**src/rtl/bin_to_bcd_seq.sv**
```systemverilog
// Sequential double-dabble converter: binary in, packed BCD out, one bit per clock.
// Results that need more than DIGITS decimal digits are shown as all-F with overflow set.
module bin_to_bcd_seq #(
    parameter int IN_WIDTH = 32,
    parameter int DIGITS   = 8
) (
    input  logic                  clk,
    input  logic                  rst,
    input  logic                  start,
    input  logic [IN_WIDTH-1:0]   bin_in,
    output logic                  busy,
    output logic                  done,
    output logic [4*DIGITS-1:0]   bcd_out,
    output logic                  overflow
);

    localparam int BCD_W = 4 * DIGITS;
    localparam int CNT_W = $clog2(IN_WIDTH);

    typedef enum logic {
        IDLE,
        SHIFT
    } state_t;

    state_t              state, state_nxt;
    logic [IN_WIDTH-1:0] shreg, shreg_nxt;
    logic [BCD_W-1:0]    scratch, scratch_nxt;
    logic [BCD_W-1:0]    adjusted;
    logic [CNT_W-1:0]    count, count_nxt;
    logic                sticky, sticky_nxt;
    logic [BCD_W-1:0]    bcd_nxt;
    logic                overflow_nxt;
    logic                done_nxt;
    logic                last_shift;

    assign busy       = (state == SHIFT);
    assign last_shift = (count == CNT_W'(IN_WIDTH - 1));

    // Add-3 correction on every digit (including the top one), no carry between digits
    always_comb begin
        adjusted = scratch;
        for (int i = 0; i < DIGITS; i++) begin
            if (scratch[4*i +: 4] >= 4'd5) begin
                adjusted[4*i +: 4] = scratch[4*i +: 4] + 4'd3;
            end
        end
    end

    // Next-state and datapath update; result registers only move on the final shift
    always_comb begin
        state_nxt    = state;
        shreg_nxt    = shreg;
        scratch_nxt  = scratch;
        count_nxt    = count;
        sticky_nxt   = sticky;
        bcd_nxt      = bcd_out;
        overflow_nxt = overflow;
        done_nxt     = 1'b0;
        case (state)
            IDLE: begin
                if (start) begin
                    shreg_nxt   = bin_in;
                    scratch_nxt = '0;
                    sticky_nxt  = 1'b0;
                    count_nxt   = '0;
                    state_nxt   = SHIFT;
                end
            end
            SHIFT: begin
                {scratch_nxt, shreg_nxt} = {adjusted, shreg} << 1;
                sticky_nxt = sticky | adjusted[BCD_W-1];
                count_nxt  = count + 1'b1;
                if (last_shift) begin
                    bcd_nxt      = sticky_nxt ? '1 : scratch_nxt;
                    overflow_nxt = sticky_nxt;
                    done_nxt     = 1'b1;
                    count_nxt    = '0;
                    state_nxt    = IDLE;
                end
            end
            default: begin
                state_nxt = IDLE;
            end
        endcase
    end

    // State and datapath registers; asynchronous active-low clear abandons any conversion
    always_ff @(posedge clk or negedge rst) begin
        if (!rst) begin
            state    <= IDLE;
            shreg    <= '0;
            scratch  <= '0;
            count    <= '0;
            sticky   <= 1'b0;
            bcd_out  <= '0;
            overflow <= 1'b0;
            done     <= 1'b0;
        end else begin
            state    <= state_nxt;
            shreg    <= shreg_nxt;
            scratch  <= scratch_nxt;
            count    <= count_nxt;
            sticky   <= sticky_nxt;
            bcd_out  <= bcd_nxt;
            overflow <= overflow_nxt;
            done     <= done_nxt;
        end
    end

endmodule
```
**config.mk**
```make
export PLATFORM = sky130hd
export DESIGN_NAME = bin_to_bcd_seq
export DESIGN_NICKNAME = d
export VERILOG_FILES = /design/src/rtl/bin_to_bcd_seq.sv
export SDC_FILE = /design/constraint.sdc
export NUM_CORES = 1
export LEC_CHECK = 0
export ABC_AREA = 1
export CAP_MARGIN = 40
export CORE_UTILIZATION = 45
export DETAILED_ROUTE_END_ITERATION = 8
export GPL_TIMING_DRIVEN = 1
export HOLD_SLACK_MARGIN = 0.1
export PLACE_DENSITY = 0.67
export SLEW_MARGIN = 40
export SYNTH_ARGS = -nofsm -noshare
export SYNTH_HDL_FRONTEND = slang
export SYNTH_SLANG_ARGS = --single-unit
```
**constraint.sdc**
```tcl
create_clock -name clk -period 4.7 [get_ports clk]
set_input_delay 0.47 -clock clk [delete_from_list [all_inputs] [get_ports clk]]
set_output_delay 0.47 -clock clk [all_outputs]
set_load 0.02 [all_outputs]
```
-- After elaboration in Yosys (flattened, before gate mapping)
Cells that the tools add are included.
- $add $sub $neg: 9
- magnitude comparators: 8
- equal/unequal tests: 2
- mux-type cells: 23
- bitwise gates (word level): 2
- reduce and logical (&&, ||, !) cells: 1
- operator list (kind ; count):
    $pmux W32 S2 ; 2
    $mux W32 ; 3
    $add A4 B2 Y4 const B ; 8
    $ge A4 B3 Y1 const B ; 8
    $mux W4 ; 8
    $mux W5 ; 2
    $pmux W5 S2 ; 1
    $add A5 B1 Y5 const B ; 1
    $eq A5 B5 Y1 const B ; 1
    $mux W1 ; 5
    $pmux W1 S2 ; 2
    $ne A2 B2 Y1 const B ; 1
    $reduce_and A2 Y1 ; 1
    $not A1 Y1 ; 1
    $or A1 B1 Y1 ; 1
- bits in registers: 105
- input bits: 35
- output and inout bits: 35
- logic and storage cells: 53

-- Logic depth before layout (Yosys ltp)
- word-level depth: 4
- gate-level depth with buffers: 10
- gate-level depth less buffers: 10

-- Least setup slack after synthesis
No wires, ideal clock.
- path kind: register to register
- start: register count[0]
- end: register bcd_out[11]
- library setup time: 0.123 ns
- data arrival time: 1.477 ns
- required time: 4.577 ns
- setup slack: 3.100 ns
- cell stages (with the launch flop): 11
- buffers on the path: 2
- clock period less this slack: 1.600 ns
- cell sequence: dfrtp_1 > ha_1 > nand2_1 > nor2_1 > ha_1 > nand2_2 > inv_4 > buf_6 > buf_4 > nand3_1 > nand3_2
- word-level cells in the longest chain between the ends: 2
- ends and longest elaborated chain (item ; RTL line ; source):
    start, declared ; 29 ; logic [CNT_W-1:0] count, count_nxt;
    start signal, assigned ; 102 ; count <= count_nxt;
    $eq A5 B5 Y1 ; 37 ; assign last_shift = (count == CNT_W'(IN_WIDTH - 1));
    $reduce_and A2 Y1 (no line) ; n/a ;
    end signal, assigned ; 104 ; bcd_out <= bcd_nxt;
    end, declared ; 13 ; output logic [4*DIGITS-1:0] bcd_out,
Every way passes these cells.
A chain may end at the register's enable or synchronous reset.

-- Final worst setup path
- start: register state (netlist: busy)
- end: output port busy
- RTL lines (item ; RTL line ; source):
    start, declared ; 25 ; state_t state, state_nxt;
    start signal, assigned ; 99 ; state <= state_nxt;
    end, declared ; 11 ; output logic busy,
No word-level cell between the ends.

==> impl_metrics.yaml <==
outcome:
  status: "finished, final reports clean"
power_and_ir_drop:
  ir_drop_mv: 0.434
  p_sw_mw: 1.91
  sw_frac_of_total_pct: 41.8
  p_int_mw: 2.65
  clkPwrFrac_pct: 16.6
  cellPowerDensity_nw_per_um2: 724
  pwr-share-seq_pct: 36.6
  pwr-share-comb_pct: 46.8
  p_leak_nw: 3.03
drt:
  wirelength_um: 11600
  drtPass1Iterations: 5
  viasPerCell: 5.31
  dr.first_iter.drc_count: 258
  num_vias: 4359
  ant_nets: 0
  detail_route.wl_per_cell_um: 14.1
  drc: 0
clock_tree:
  clkTransAtPathRegs_ns: 0.07
  ctsHoldBuffers: 1
  cts_made_buffers: 9
  root_buffer: "clkbuf_16"
  clkSinkCount: 105
  postCtsResizedCells: 0
  cts_tree: "done"
  clkLatencyLatePin_ns: 0.36
  post_cts_buffers: 0
  ctsHtreeMaxLevel: 3
  cts_buffer_depth: 2
global_routing:
  grt_pass1_vias: 4232
  grt.overflow.total: 0
  grt_usage_pct: 20.9
  grt_pass1_wl_um: 19500
  grt_max_degree: 65
  antenna_found_initial: 0
timing:
  rsz0062_at_grt: "no"
  worst_pin_slew_ns: 0.706
  finalSetupTns_ns: 0
  finalSetupViolCount: 0
  timing.final.crit_share_pct: 58.9
  maxSlewHeadroom_pct: 52.9
  period_minus_slack_ns: 2.77
  fin_hold_ws_ns: 0.483
  maxSlewViolCount: 0
  fmax_mhz: 361
  finalClockSkew_ns: 0.0102
  finalHoldViolations: 0
min_path:
  hold_start: "shreg[0]"
  hold_path_class: "reg -> reg"
yosys:
  synth-edff-count: 0
  synthArstFlopShare_pct: 100
  synth_area_leaders: "dfrtp_1 50%, nand2_1 8.8%, nor2_1 5.2%"
  syn-cell-area_um2: 5260
  synth_most_common_cell: "nand2_1"
  ys_seq_elements: 105
  yosysTopAreaCell: "dfrtp_1"
  synth_nets: 671
  yosysWarningCount: 0
  ys_types: 30
  syn_area_per_cell_um2: 8.51
  synth_seq_area_share_pct: 50.0
  synth_cells: 618
  netlist_top_cells_count: "124 x nand2_1, 105 x dfrtp_1, 73 x nor2_1, 54 x inv_1, 48 x nand3_1"
  yosysTopAreaCellShare_pct: 50.0
  synth_flop_cell: "dfrtp_1"
job:
  maxCapViolCount: 0
placement:
  globalplace.congestion: 0.840
  port_buffers: 69
  dpl.hpwl_um: 7660
worst_setup_path:
  rr_startpoint: "busy"
  worst-setup-path-type: "reg -> out"
  crit_arrival_ns: 2.30
  critical_path.startpoint: "busy"
  cp-end-kind: "primary output"
  critical_path_required_ns: 4.23
  worstSetupStartpointType: "flip-flop"
  crit_fanout: 33
final_layout:
  seq_area_um2: 2630
  fillCellCount: 1047
  post_route_cells_drive_above_1_share_pct: 8.11
  multi_input_area_um2: 2230
  diodes: 0
  final_nets: 726
  syn2layout_area_growth_pct: 19.7
floorplan:
  die_area_um2: 12100
  start_util_pct: 46.1
  core_area_um2: 11400
  die_height_um: 110
  rows: 39
  io_pins: 70
  die_x_um: 110
==> layout make-up <==
type                       instances  share of cell area, %
sequential                       105                   41.7
multi-input combinational        426                   35.4
timing repair buffer              73                   11.6
clock buffer                       9                   3.58
inverter                          58                   3.54
tap                              143                   2.84
clock inverter                     7                   1.25
==> power groups by stage <==
| stage | Clock (mW) | Sequential, mW | Combinational, mW |
|---|---|---|---|
| 2_1_floorplan | 0 | 1.77 | 1.37 |
| 3_3_place_gp | 0 | 1.67 | 2.05 |
| 3_5_place_dp | 0 | 1.68 | 2.14 |
| 4_1_cts | 0.780 | 1.67 | 2.14 |
| 5_1_grt | 0.812 | 1.73 | 2.45 |
| 6_report | 0.759 | 1.67 | 2.13 |
==> path summary, 6_finish.rpt <==
path                                     to  slack (ns)  cells after the start
worst min register to register     shreg[0]        0.48                      2
worst max-delay path                   busy        1.93                      2
max in group asynchronous       scratch[24]        2.95                      4
worst max register to register   bcd_out[0]        2.22                      4
worst min-delay path               shreg[0]        0.48                      2
min in group asynchronous       scratch[15]        0.59                      2
==> cell usage in the layout (no fill, tap or decap), drive strengths merged <==
cell / count
buf: 4
ha: 18
nand2: 134
dlygate4sd3: 1
clkdlybuf4s50: 68
clkinv: 5
nand3: 63
bufinv: 1
a22o: 2
o22ai: 37
xor2: 1
inv: 59
o21ai: 48
nand4: 12
a21oi: 4
clkbuf: 9
dfrtp: 105
nor3: 31
or2: 1
nor2: 75
==> metrics by stage <==
| stage | cells | power, mW | setup WS (ns) | cell area (um^2) | util, % |
|---|---|---|---|---|---|
| finish | 821 | 4.56 | 1.93 | 6300 | 55.2 |
| global route | 821 | 4.99 | 1.82 | 6300 | 55.2 |
| CTS | 821 | 4.59 | 1.93 | 6300 | 55.2 |
| detailed placement | 804 | 3.81 | 2.22 | 5980 | 52.4 |
| global placement | 803 | 3.72 | 2.19 | 5960 | 52.2 |
| floorplan | 618 | 3.14 | 3.10 | 5260 | - |
==> cells by family after synthesis <==
logic type / after synthesis / synth area share [%]
AND/OR/NAND/NOR: 316 / 28.0
buffers and inverters: 87 / 7.64
XOR/XNOR: 1 / 0.167
flip-flops: 105 / 50.0
adder cells (fa/ha/maj): 18 / 4.28
AO/OA/AOI/OAI: 91 / 9.97
==> sequential cells by signal (all words and copies together) (netlist names) <==
name      count
bcd_out      32
scratch      32
shreg        32
count         5
busy          1
done          1
overflow      1
sticky        1
==> per-layer routing <==
layer / part of all wire, % / track usage (%)
met5: 0 / 0
met4: 1.5 / 7.14
met1: 47 / 26.9
met2: 47 / 34.9
met3: 4.3 / 4.35
==> critical path, stage by stage (launching register included) <==
cell	delay [ns]
dfrtp_2	0.81
buf_4	0.46
clkdlybuf4s50_1	0.67
No activity file was read; power rests on OpenSTA's default activity.
